==> src/rtl/trace_pkg.sv <==
// Shared types and constants for the commit-trace capture block.
package trace_pkg;

    localparam int TRACE_ADDR_W = 9;
    localparam int TRACE_REG_W  = 5;
    localparam int TRACE_DATA_W = 32;
    localparam int TRACE_TS_W   = 16;

    typedef enum logic [1:0] {
        KIND_NONE = 2'b00,
        KIND_REG  = 2'b01,
        KIND_MEMW = 2'b10,
        KIND_MEMR = 2'b11
    } trace_kind_e;

    // Record layout for the default data/timestamp widths.
    typedef struct packed {
        trace_kind_e               kind;
        logic [TRACE_REG_W-1:0]    reg_num;
        logic [TRACE_ADDR_W-1:0]   addr;
        logic [TRACE_DATA_W-1:0]   data;
        logic [TRACE_TS_W-1:0]     ts;
    } trace_rec_t;

endpackage

==> src/rtl/trace_fifo.sv <==
// Synchronous FIFO with two in-order push ports and a registered head output.
module trace_fifo #(
    parameter int DEPTH = 16,
    parameter int W     = 64,
    localparam int AW   = $clog2(DEPTH),
    localparam int CW   = AW + 1
) (
    input  logic          clk,
    input  logic          reset,
    input  logic          push0,
    input  logic [W-1:0]  push0_data,
    input  logic          push1,
    input  logic [W-1:0]  push1_data,
    input  logic          pop,
    output logic          rd_valid,
    output logic [W-1:0]  rd_data,
    output logic [CW-1:0] count
);

    logic [W-1:0]  mem_r [DEPTH];
    logic [AW-1:0] wr_ptr_r;
    logic [AW-1:0] rd_ptr_r;
    logic [CW-1:0] count_r;
    logic          valid_r;
    logic [W-1:0]  head_r;

    logic          pop_s;
    logic [AW-1:0] wr_ptr_p1_s;
    logic [AW-1:0] rd_ptr_nxt_s;
    logic [CW-1:0] after_pop_s;
    logic [CW-1:0] count_nxt_s;
    logic [W-1:0]  head_nxt_s;

    // Next-state pointers, occupancy and head record; an empty FIFO takes the head straight from push0.
    always_comb begin
        pop_s        = pop & (count_r != {CW{1'b0}});
        wr_ptr_p1_s  = wr_ptr_r + AW'(1);
        rd_ptr_nxt_s = rd_ptr_r + AW'(pop_s);
        after_pop_s  = count_r - CW'(pop_s);
        count_nxt_s  = after_pop_s + CW'(push0) + CW'(push1);
        if (after_pop_s == {CW{1'b0}}) begin
            head_nxt_s = push0 ? push0_data : {W{1'b0}};
        end else begin
            head_nxt_s = mem_r[rd_ptr_nxt_s];
        end
    end

    // Storage array writes; push1 always lands in the slot after push0.
    always_ff @(posedge clk) begin
        if (push0) begin
            mem_r[wr_ptr_r] <= push0_data;
        end
        if (push1) begin
            mem_r[wr_ptr_p1_s] <= push1_data;
        end
    end

    // Pointers, occupancy and registered head.
    always_ff @(posedge clk) begin
        if (reset) begin
            wr_ptr_r <= {AW{1'b0}};
            rd_ptr_r <= {AW{1'b0}};
            count_r  <= {CW{1'b0}};
            valid_r  <= 1'b0;
            head_r   <= {W{1'b0}};
        end else begin
            wr_ptr_r <= wr_ptr_r + AW'(push0) + AW'(push1);
            rd_ptr_r <= rd_ptr_nxt_s;
            count_r  <= count_nxt_s;
            valid_r  <= (count_nxt_s != {CW{1'b0}});
            head_r   <= head_nxt_s;
        end
    end

    assign rd_valid = valid_r;
    assign rd_data  = head_r;
    assign count    = count_r;

endmodule

==> src/rtl/wb_trace_buffer.sv <==
// Commit-trace capture: qualifies core events, time-stamps them and buffers records.
// Memory-access capture is enabled by defining WB_TRACE_MEM_EN.
module wb_trace_buffer
    import trace_pkg::*;
#(
    parameter int DEPTH  = 16,
    parameter int TS_W   = 16,
    parameter int DATA_W = 32,
    localparam int CW    = $clog2(DEPTH) + 1,
    localparam int REC_W = 2 + TRACE_REG_W + TRACE_ADDR_W + DATA_W + TS_W
) (
    input  logic                    clk,
    input  logic                    reset,
    input  logic                    trace_en,
    input  logic                    reg_write_sig,
    input  logic [TRACE_REG_W-1:0]  reg_num,
    input  logic [DATA_W-1:0]       reg_data,
    input  logic                    wr,
    input  logic                    reade,
    input  logic [TRACE_ADDR_W-1:0] addr,
    input  logic [DATA_W-1:0]       wr_data,
    input  logic [DATA_W-1:0]       rd_data,
    output logic                    tr_valid,
    output logic [REC_W-1:0]        tr_data,
    input  logic                    tr_ready,
    output logic [CW-1:0]           tr_count,
    output logic                    tr_overflow,
    output logic [15:0]             tr_drop_cnt
);

    logic [TS_W-1:0]  ts_r;
    logic             overflow_r;
    logic [15:0]      drop_cnt_r;

    logic             pop_s;
    logic [CW-1:0]    free_s;
    logic             reg_evt_s;
    logic             reg_acc_s;
    logic             mem_evt_s;
    logic             mem_acc_s;
    logic [1:0]       drops_s;
    logic [16:0]      drop_sum_s;
    logic [REC_W-1:0] reg_rec_s;
    logic             push0_s;
    logic [REC_W-1:0] push0_data_s;
    logic             push1_s;
    logic [REC_W-1:0] push1_data_s;

    assign pop_s     = tr_valid & tr_ready;
    assign free_s    = CW'(DEPTH) - tr_count + CW'(pop_s);
    assign reg_evt_s = trace_en & reg_write_sig & (reg_num != {TRACE_REG_W{1'b0}});
    assign reg_rec_s = {KIND_REG, reg_num, {TRACE_ADDR_W{1'b0}}, reg_data, ts_r};

`ifdef WB_TRACE_MEM_EN
    logic [REC_W-1:0] mem_rec_s;

    assign mem_evt_s = trace_en & (wr | reade);
    assign mem_rec_s = {(wr ? KIND_MEMW : KIND_MEMR), {TRACE_REG_W{1'b0}}, addr,
                        (wr ? wr_data : rd_data), ts_r};

    // REG claims the first free slot; mem needs whatever is left after it.
    always_comb begin
        reg_acc_s = reg_evt_s & (free_s != {CW{1'b0}});
        mem_acc_s = mem_evt_s & (free_s >= (reg_evt_s ? CW'(2) : CW'(1)));
        push0_s      = reg_acc_s | mem_acc_s;
        push0_data_s = reg_acc_s ? reg_rec_s : mem_rec_s;
        push1_s      = reg_acc_s & mem_acc_s;
        push1_data_s = mem_rec_s;
    end
`else
    logic unused_mem_s;

    assign unused_mem_s = ^{wr, reade, addr, wr_data, rd_data};
    assign mem_evt_s    = 1'b0;
    assign mem_acc_s    = 1'b0;
    assign reg_acc_s    = reg_evt_s & (free_s != {CW{1'b0}});
    assign push0_s      = reg_acc_s;
    assign push0_data_s = reg_rec_s;
    assign push1_s      = 1'b0;
    assign push1_data_s = {REC_W{1'b0}};
`endif

    assign drops_s    = {1'b0, reg_evt_s & ~reg_acc_s} + {1'b0, mem_evt_s & ~mem_acc_s};
    assign drop_sum_s = {1'b0, drop_cnt_r} + {15'd0, drops_s};

    // Free-running timestamp and sticky drop accounting.
    always_ff @(posedge clk) begin
        if (reset) begin
            ts_r       <= {TS_W{1'b0}};
            overflow_r <= 1'b0;
            drop_cnt_r <= 16'd0;
        end else begin
            ts_r <= ts_r + TS_W'(1);
            if (drops_s != 2'd0) begin
                overflow_r <= 1'b1;
                drop_cnt_r <= drop_sum_s[16] ? 16'hFFFF : drop_sum_s[15:0];
            end
        end
    end

    trace_fifo #(
        .DEPTH (DEPTH),
        .W     (REC_W)
    ) u_fifo (
        .clk        (clk),
        .reset      (reset),
        .push0      (push0_s),
        .push0_data (push0_data_s),
        .push1      (push1_s),
        .push1_data (push1_data_s),
        .pop        (pop_s),
        .rd_valid   (tr_valid),
        .rd_data    (tr_data),
        .count      (tr_count)
    );

    assign tr_overflow = overflow_r;
    assign tr_drop_cnt = drop_cnt_r;

endmodule

==> config.mk <==
export PLATFORM = sky130hd
export DESIGN_NAME = wb_trace_buffer
export DESIGN_NICKNAME = d
export VERILOG_FILES = /design/src/rtl/trace_pkg.sv /design/src/rtl/trace_fifo.sv /design/src/rtl/wb_trace_buffer.sv
export SDC_FILE = /design/constraint.sdc
export NUM_CORES = 1
export LEC_CHECK = 0
export BUFFER_PORTS_ARGS = -buffer_cell sky130_fd_sc_hd__buf_2
export CAP_MARGIN = 40
export CORE_AREA = 3 3 453 231
export CTS_BUF_LIST = sky130_fd_sc_hd__clkbuf_16
export CTS_CLUSTER_DIAMETER = 100
export DETAILED_ROUTE_END_ITERATION = 8
export DIE_AREA = 0 0 456 234
export REMOVE_ABC_BUFFERS = 1
export SETUP_SLACK_MARGIN = 0.5
export SLEW_MARGIN = 20
export SYNTH_ARGS = -nofsm -noshare
export SYNTH_HDL_FRONTEND = slang
export SYNTH_SLANG_ARGS = --single-unit
==> constraint.sdc <==
create_clock -name clk -period 8 [get_ports clk]
set_clock_uncertainty 0.1 [all_clocks]
set_input_delay 0.8 -clock clk [delete_from_list [all_inputs] [get_ports clk]]
set_output_delay 0.8 -clock clk [all_outputs]
set_load 0.03 [all_outputs]
# [Yosys cells after proc, flatten, opt, wreduce, memory -nomap -nowiden]
# Memories as Yosys holds them, arrays and structs flattened.
# Index checks and enable logic that the tools add are counted.
[word_totals] latchBits=0 ff_bits=111 ram_bits=848 elab_cells=34 inputBits=117 rom_bits=0 mem_count=1
[mem_list] name="u_fifo.mem_r" words=16 width=53 read_ports=1 rd_clocked_by_memory_dff=0 write_ports=1 line_no="trace_fifo.sv:20" rtl="logic [W-1:0] mem_r [DEPTH];"
[classes] multipliers=0 div_mod_pow=0 shifts=0 add_sub_neg=8 bitwise_logic=7 magnitude_cmp=0 eq_ne=0 muxes=5 n_reduce_logical=5
[op_table] op="$mux W64" count=1
[op_table] op="$mux W63" count=1
[op_table] op="$reduce_bool A5 Y1" count=4
[op_table] op="$add A16 B1 Y17" count=1
[op_table] op="$add A16 B1 Y16 const B" count=1
[op_table] op="$mux W16" count=1
[op_table] op="$add A5 B1 Y5" count=2
[op_table] op="$add A4 B1 Y4" count=2
[op_table] op="$and A1 B1 Y1" count=6
[op_table] op="$logic_not A5 Y1" count=1
[op_table] op="$sub A5 B1 Y5" count=1
[op_table] op="$sub A5 B5 Y5 const A" count=1
[op_table] op="$mux W1" count=2
[op_table] op="$not A1 Y1" count=1

# [Depth between registers and ports, before layout]
# Gate-level depths: netlist of run 1.
[depth] word_depth=8 ltp_mapped=18 depth_no_buf=16

# [Modules after synthesis]
# A second synthesis of run 1 with hierarchy kept.
[unflattened] cells_unflattened=3276 hier_area_um2=55714.7
[by_module_without_submodules] module="trace_fifo" seq_area_each_um2=32311.0 area_per_inst_um2=54153.2 cells_per_inst=3098 n_inst=1
[by_module_without_submodules] module="wb_trace_buffer" seq_area_each_um2=660.6 area_per_inst_um2=1561.5 cells_per_inst=178 n_inst=1

# [Least setup slack after synthesis of run 1]
# No wires, ideal clock.
[synth_timing] path_type="in2reg" start="input port tr_ready" end="memory u_fifo.mem_r[6][0] in the netlist's numbering (enable)" path_buffers=2 required_time_ns=7.305 path_slack_ns=0.104 t_arrival_ns=7.201 cell_stages=11 path_cell_list="nand2_1 -> ha_1 -> inv_1 -> ha_1 -> nor4_2 -> o21bai_1 -> a221oi_1 -> buf_4 -> nand2b_1 -> buf_2 -> nor4_1"
[synth_via] elab_chain_cells=6
[synth_lines] element="start, declared" line_no="wb_trace_buffer.sv:25" rtl="input logic tr_ready,"
[synth_lines] element="$and A1 B1 Y1" line_no="wb_trace_buffer.sv:49" rtl="assign pop_s = tr_valid & tr_ready;"
[synth_lines] element="$add A5 B1 Y5" line_no="wb_trace_buffer.sv:50" rtl="assign free_s = CW'(DEPTH) - tr_count + CW'(pop_s);"
[synth_lines] element="$reduce_bool A5 Y1" line_no="wb_trace_buffer.sv:76" rtl="assign reg_acc_s = reg_evt_s & (free_s != {CW{1'b0}});"
[synth_lines] element="$and A1 B1 Y1" line_no="wb_trace_buffer.sv:76"
[synth_lines] element="$mux W1" line_no="trace_fifo.sv:50" rtl="if (push0) begin"
[synth_lines] element="$mux W1 (not written as such)" line_no="trace_fifo.sv:51" rtl="mem_r[wr_ptr_r] <= push0_data;"
[synth_lines] element="end, declared" line_no="trace_fifo.sv:20"
# Every way passes these cells.

# [Worst setup path in the final report of run 1]
[layout_timing] start="register u_fifo.count_r[2], in the netlist u_fifo.count[2]" end="register u_fifo.head_r[44], in the netlist u_fifo.rd_data[44]"
[layout_via] elab_chain_cells=6 elab_cells_between_ends=12 cone_classes="add/sub (4); mux (2); bitwise (2); reduce/logical (3); memory (1)"
[layout_lines] element="start, declared" line_no="trace_fifo.sv:23" rtl="logic [CW-1:0] count_r;"
[layout_lines] element="start signal, assigned" line_no="trace_fifo.sv:63" rtl="count_r <= {CW{1'b0}};"
[layout_lines] element="start signal, assigned" line_no="trace_fifo.sv:69" rtl="count_r <= count_nxt_s;"
[layout_lines] element="$sub A5 B5 Y5" line_no="wb_trace_buffer.sv:50"
[layout_lines] element="$add A5 B1 Y5" line_no="wb_trace_buffer.sv:50"
[layout_lines] element="$reduce_bool A5 Y1" line_no="wb_trace_buffer.sv:76"
[layout_lines] element="$and A1 B1 Y1" line_no="wb_trace_buffer.sv:76"
[layout_lines] element="$mux W63" line_no="trace_fifo.sv:42" rtl="head_nxt_s = push0 ? push0_data : {W{1'b0}};"
[layout_lines] element="$mux W64 *" line_no="trace_fifo.sv:41" rtl="if (after_pop_s == {CW{1'b0}}) begin"
[layout_lines] element="end signal, assigned" line_no="trace_fifo.sv:65" rtl="head_r <= {W{1'b0}};"
[layout_lines] element="end signal, assigned" line_no="trace_fifo.sv:71" rtl="head_r <= head_nxt_s;"
[layout_lines] element="end, declared" line_no="trace_fifo.sv:25" rtl="logic [W-1:0] head_r;"
# Every way passes the cells marked *; elsewhere a longest branch is shown, timed or not.
# A chain may end at the register's enable or synchronous reset.

==> results by group, run 1 <==
Min path
  • Hold Startpoint: tr_overflow
  • Min-Delay Path Class: register to register
  • WHS Path Cells: 1
  • Hold Path Sink: tr_overflow

Pwr
  • Leak: 14.2 nW
  • Final Power: 12.4 mW
  • Worst vdd ir: 291 µV
  • Pwr dens: 298 nW/µm²

Worst setup path
  • CP dominant cell by count: ha_1
  • R2R cell count: 11
  • Critical Path RT: 8450 ps
  • Setup CP Type: register to register
  • Critical Path Slowest Stage Cell: nor4b_2
  • Worst Setup End Kind: register
  • Worst-path cell chain: nor4_1 -> a21oi_1 -> ha_1 -> ha_1 -> xnor2_2 -> nor4b_2 -> nand2_4 -> o2bb2ai_4 -> buf_4 -> buf_16 -> o211a_1
  • FF-to-FF End: u_fifo.rd_data[44]
  • R2r setup slk: 3870 ps
  • Critical Path Source Type: register
  • Reg-to-reg startpoint: u_fifo.count[2]
  • CP max stage delay: 690 ps
  • CP Data Arrival Time: 4570 ps
  • Worst-path fanout max: 30

Placement
  • Detailed placer's ending HPWL: 40.5 mm
  • I/O Buffers: 118
  • Gpl congestion: 0.698
  • # placed instances: 3118
  • Dpl cell area: 38800 µm²

Logic synthesis
  • Mapped Area: 36300 µm²
  • Top cell type's share of synthesized area: 70.2%
  • Syn avg cell area: 21.3 µm²
  • Cell count after synthesis: 1702
  • Seq/Total Area, Yosys: 75.8%
  • Synth cell types: 55
  • Area contributors post-synth: edfxtp_1 (70%), mux4_2 (13%), dfxtp_1 (5.6%)
  • Asr flop ratio synth: 0%
  • Synth top cells by count: edfxtp_1 (848), mux4_2 (212), mux2i_1 (106), dfxtp_1 (101)
  • Yosys Warn Count: 0
  • Count leader, synth: edfxtp_1
  • Ys flop type: edfxtp_1
  • Yosys top cell by area: edfxtp_1
  • #FFs+latches synth: 949
  • Post-synth EDFFs: 848

Clock tree
  • Setup bufs post-CTS: 0
  • Worst-path clk slew: 60 ps
  • # clock sinks: 949
  • H-tree depth: 3
  • CTS root buf: clkbuf_16
  • CTS Buffer Depth: 3
  • CTS tree: built
  • # hold bufs at CTS: 0
  • Clk Latency, worst-skew pair: 650 ps
  • CTS resizes: 0
  • Total CTS buffers: 86

Timing
  • Final worst path period share: 51.6%
  • Tmin final: 4130 ps
  • Rel. slew slack: 22.4%
  • RSZ-0062 raised after global routing: false
  • Final hold violations: 0
  • Peak Freq: 0.242 GHz
  • Endpoints failing setup: 0
  • Max-slew violation count: 0
  • Worst hold margin: 360 ps
  • Fin Setup TNS: 0 ps
  • Slew @ Worst Pin: 1160 ps

GRT
  • First-pass GRT wire length: 118 mm
  • Initial antenna violation count: 3
  • Vias in the first global route: 17700
  • Largest net degree at the start of global routing: 110
  • GRT Total Usage: 15.1%
  • GRT overflow: 0

Drt
  • Routed vias: 17200
  • TritonRoute pass-1 iters: 7
  • Vias per cell: 5.23
  • Antenna Nets Post-Route: 0
  • Initial DRC count: 1588
  • Final wirelength: 81.0 mm
  • WL/cell: 24.7 µm
  • Post-route DRC: 0

Die
  • Row cnt: 82
  • Die area: 107000 µm²
  • # IOs: 204
  • Core area: 100000 µm²
  • Die Width: 456 µm
  • Initial Util: 36.2%
  • Die extent in y: 234 µm

Final layout
  • Layout cells sized above 1: 27.4%
  • Post-layout instance area: 41600 µm²
  • Final net count: 1992
  • Post-Layout Cell Count: 3280
  • Fill cells: 8677
  • Area grow syn2layout: 14.7%

Status
  • Status: complete, no violations

Run
  • Max-Cap Viols: 0
## routing by layer
layer	global-route usage [%]	vias up	routed length, µm
li1	-	7434	-
met5	0	-	0
met4	3.79	0	1410
met1	21.0	9207	35800
met2	25.1	432	39700
met3	2.54	96	4180
## report_power, final
group	internal [mW]	total [mW]	switching, mW
clock	2.24	4.06	1.82
combinational	1.06	2.73	1.67
sequential	5.55	5.62	0.0683
## worst max-delay path: cells and delay by family (launching register included)
kind,cells,cell delay (ps)
and+or+nand+nor,3,1310
AOI/OAI and AO/OA,3,770
DFF,1,590
buffers and inverters,2,550
adders and majority gates,2,490
xor gates and xnor gates,1,160
## cells in the final DEF, fill, tap and decap left out, types with 4 or more instances in the layout
cell / netlist / final
a211oi_1: 8 / 8
a21oi_1: 6 / 6
a22oi_1: 53 / 53
a311oi_1: 5 / 5
a31oi_1: 8 / 8
a41oi_1: 5 / 5
and3_1: 12 / 12
and4_1: 4 / 4
buf_12: 0 / 11
buf_2: 51 / 118
buf_4: 12 / 37
bufinv_16: 0 / 8
clkbuf_16: 0 / 86
clkinv_1: 0 / 14
clkinv_2: 0 / 16
conb_1: 1 / 10
dfxtp_1: 101 / 101
edfxtp_1: 848 / 848
ha_1: 13 / 11
inv_1: 8 / 34
mux2i_1: 106 / 106
mux4_2: 212 / 212
nand2_1: 13 / 12
nand2b_1: 5 / 5
nand3_1: 12 / 12
nand4_1: 5 / 5
nor2_1: 33 / 29
nor2_4: 0 / 4
nor2b_1: 8 / 8
nor3_1: 13 / 6
nor3_2: 0 / 7
nor4_2: 1 / 6
o211a_1: 53 / 53
o21ai_0: 5 / 5
xnor2_1: 9 / 9
xor2_1: 11 / 11
## stage by stage
stage,util (%),worst slack [ps]
after floorplan,-,-2310
after global placement,38.5,3340
after detailed placement,38.7,3310
after CTS,41.5,3890
after global routing,41.5,3600
final,41.5,3870
## area by class of cell
type	count	area [µm²]	area share, %
Sequential cell	949	27500	66.1
Multi-Input combinational cell	648	8430	20.3
Clock buffer	86	2150	5.17
Tap cell	1344	1680	4.04
Timing Repair Buffer	169	1170	2.82
Clock inverter	73	626	1.50
Inverter	8	30.0	0.0722
Antenna cell	3	7.51	0.0181
## sequential cells by signal, summed over array words and instances (netlist names)
register / flops
u_fifo.rd_data: 54
u_fifo.rd_ptr_r: 4
tr_drop_cnt: 16
u_fifo.count: 5
tr_overflow: 1
u_fifo.mem_r: 848
u_fifo.rd_valid: 1
ts_r: 16
u_fifo.wr_ptr_r: 4
## logic make-up (layout without fill, tap and decap cells)
logic type      after synthesis  after routing  share of synthesized area (%)
flops                       949            949                           75.8
mux                         319            319                           16.1
compound gates              153            153                           3.52
simple gates                131            131                           2.00
buf+inv                     114            336                           1.52
xor+xnor                     22             22                          0.573
fa+ha+maj                    13             13                          0.449
other cells                   1             13                         0.0103
## how the worst max path moves through the flow
stage | from | to | slack [ps]
floorplan | tr_ready | u_fifo.rd_data[0] | -2310
global placement | tr_ready | tr_drop_cnt[2] | 3340
detailed placement | tr_ready | tr_drop_cnt[2] | 3310
CTS | u_fifo.count[2] | u_fifo.rd_data[1] | 3890
global route | u_fifo.rd_valid | tr_drop_cnt[0] | 3600
finish | u_fifo.count[2] | u_fifo.rd_data[44] | 3870
Power figures use the tool's default switching activity.
==> run 2, diff against run 1 <==
==> constraint.sdc (replaced) <==
create_clock -name clk -period 3.3 [get_ports clk]
set_clock_uncertainty 0.1 [all_clocks]
set_input_delay 0.33 -clock clk [delete_from_list [all_inputs] [get_ports clk]]
set_output_delay 0.33 -clock clk [all_outputs]
set_load 0.03 [all_outputs]
==> run 2 against run 1 <==
Effect of this change:
- sequential power rose by 140%
- critical path depth is the same
- first-iteration DRC count grew 43%
- combinational power rose to 3.5 times the previous value
==> results by group, run 2 (synthesis gave the netlist of run 1 again) <==
Timing
  • RSZ-0062 raised after global routing: true
  • Final setup margin: 381 ps (-3490 ps)
  • Final hold violations: 0 (unchanged)
  • Endpoints failing setup: 0 (unchanged)
  • Peak Freq: 0.343 GHz (+41%)
  • Final worst path period share: 88.4% (+37 points)
  • Rel. slew slack: 48.9% (+27 points)
  • Max-slew violation count: 0 (unchanged)
  • Fin Setup TNS: 0 ps (unchanged)
  • Tmin final: 2920 ps (-1210 ps)
  • Slew @ Worst Pin: 765 ps (-399 ps)

Clock tree
  • Worst-path clk slew: 60 ps (about the same)
  • CTS Buffer Depth: 3 (unchanged)
  • Total CTS buffers: 85 (-1.2%)
  • Clk Latency, worst-skew pair: 670 ps (+20 ps)
  • CTS root buf: clkbuf_16
  • # clock sinks: 949 (unchanged)
  • CTS tree: built
  • H-tree depth: 3 (unchanged)

Die
  • Row cnt: 82 (unchanged)
  • Core area: 100000 µm² (unchanged)
  • Initial Util: 36.2% (unchanged)
  • Die area: 107000 µm² (unchanged)
  • # IOs: 204 (unchanged)
  • Die extent in y: 234 µm (unchanged)
  • Die Width: 456 µm (unchanged)

GRT
  • Grt peak-use layer: met2
  • Initial antenna violation count: 0 (-3)
  • Met3 usage: 3.10% (+0.56 points)
  • First-pass GRT wire length: 129 mm (+9.3%)
  • Largest net degree at the start of global routing: 54 (-51%)
  • M2 GR Usage: 27.2% (+2.1 points)
  • GRT overflow: 0 (unchanged)
  • GRT Total Usage: 16.6% (+1.5 points)
  • Vias in the first global route: 18800 (+6.0%)
  • Grt met1 use: 23.2% (+2.2 points)

Drt
  • Antenna Nets Post-Route: 0 (unchanged)
  • Vias per cell: 5.48 (+4.7%)
  • TritonRoute pass-1 iters: 5 (-2)
  • Final wirelength: 100 mm (+24%)
  • Initial DRC count: 2272 (+43%)
  • Routed vias: 19400 (+13%)
  • WL/cell: 28.4 µm (+15%)
  • Post-route DRC: 0 (unchanged)

Final layout
  • Commonest non-fill, non-tap cell in the layout: edfxtp_1
  • Most frequent cells in the layout: edfxtp_1 (848), mux4_2 (212), clkbuf_16 (127)
  • Fill cells: 8036 (-7.4%)
  • Area grow syn2layout: 29.1%
  • Area of the multi-input gates: 9070 µm² (+7.6%)
  • Final net count: 2256 (+13%)
  • Biggest register: u_fifo.mem_r
  • Max reg flops: 848 (unchanged)
  • Register Area: 27500 µm² (about the same)
  • Layout cells sized above 1: 38.3% (+11 points)
  • Antenna cells: 0 (-3)
  • Post-layout instance area: 46800 µm² (+13%)

Placement
  • Gpl congestion: 0.737 (+5.6%)
  • Dpl cell area: 39700 µm² (+2.2%)
  • I/O Buffers: 118 (unchanged)
  • Detailed placer's ending HPWL: 44.3 mm (+9.3%)
  • Place WS: 103 ps (-3210 ps)

Status
  • Status: complete, no violations

Min path
  • Min-Delay Path Class: register to register

Run
  • Max-Cap Viols: 0 (unchanged)

Pwr
  • Pwr dens: 697 nW/µm² (+130%)
  • Worst vdd ir: 689 µV (+140%)
  • Leak: 16.3 nW (+14%)

Worst setup path
  • Worst Setup End Kind: register
  • CP Data Arrival Time: 3380 ps (-1190 ps)
  • Worst-path fanout max: 7 (-77%)
  • Critical Path RT: 3760 ps (-4690 ps)
  • Critical Path Source Type: register
  • Setup CP Type: register to register
run 2: cell count changes in the layout (fill, tap and decap cells not counted), moves of 23 or more:
| cell | delta |
|---|---|
| clkbuf_16 | +41 |
| mux2i_1 | -23 |
| buf_6 | +32 |
| buf_4 | +31 |
| buf_12 | +63 |
| buf_16 | +40 |
| dlygate4sd3_1 | +38 |
run 2: layer usage:
layer | vias to the layer above | wire (µm)
met4 | 0 | 2010
met1 | 10400 | 41400
li1 | 8018 | -
met2 | 869 | 47800
met3 | 129 | 9270
met5 | - | 0
run 2: worst paths after layout:
kind / from / to / slack, ps / cells past startpoint
worst max register to register: u_fifo.count[1] / u_fifo.rd_data[8] / 380 / 11
worst min register to register: tr_overflow / tr_overflow / 380 / 1
worst max-delay path: u_fifo.count[1] / u_fifo.rd_data[8] / 380 / 11
worst min-delay path: tr_overflow / tr_overflow / 380 / 1
run 2: area by class of cell:
type,instances,share of cell area (%)
repair buffers,434,12.6
clock buffers,85,4.54
inverters,8,0.0695
clock inverters,75,1.13
multi-input cells,648,19.4
flip-flops and latches,949,58.7
well taps,1344,3.59
run 2: repair_timing:
| action | 4_1_cts | 5_1_grt |
|---|---|---|
| gates cloned | 27 | 53 |
| resized for setup | 98 | 189 |
| hold buffers | 38 | 0 |
| setup buffers | 40 | 48 |
| endpoints found under the setup margin | 721 | 773 |
| hold endpoints to repair | 607 | 0 |
| pin swaps | 27 | 72 |
run 2: worst max-delay path: stages (launching register included):
cell and delay, ps:
dfxtp_4 350, nor4_4 300, a21oi_2 110, buf_4 150
ha_4 340, buf_16 180, buf_16 150, buf_12 140
mux4_2 500, mux2i_1 250, a22oi_1 110, o211a_1 120
run 2: power by group:
part | leakage [nW] | internal, mW | total (mW) | switching (mW)
logic | 6.32 | 4.47 | 9.46 | 4.99
registers | 8.53 | 13.5 | 13.6 | 0.156
clock network | 1.41 | 5.05 | 9.54 | 4.49
run 2: through the flow:
| step | util [%] | total power, mW | hold WS, ps | std cells |
|---|---|---|---|---|
| floorplan | - | 17.4 | 295 | 1605 |
| global placement | 39.6 | 21.1 | 355 | 3177 |
| detailed placement | 39.6 | 21.2 | 373 | 3177 |
| CTS | 44.2 | 31.6 | 388 | 3442 |
| global route | 46.7 | 33.8 | 399 | 3543 |
| finish | 46.7 | 32.6 | 382 | 3543 |
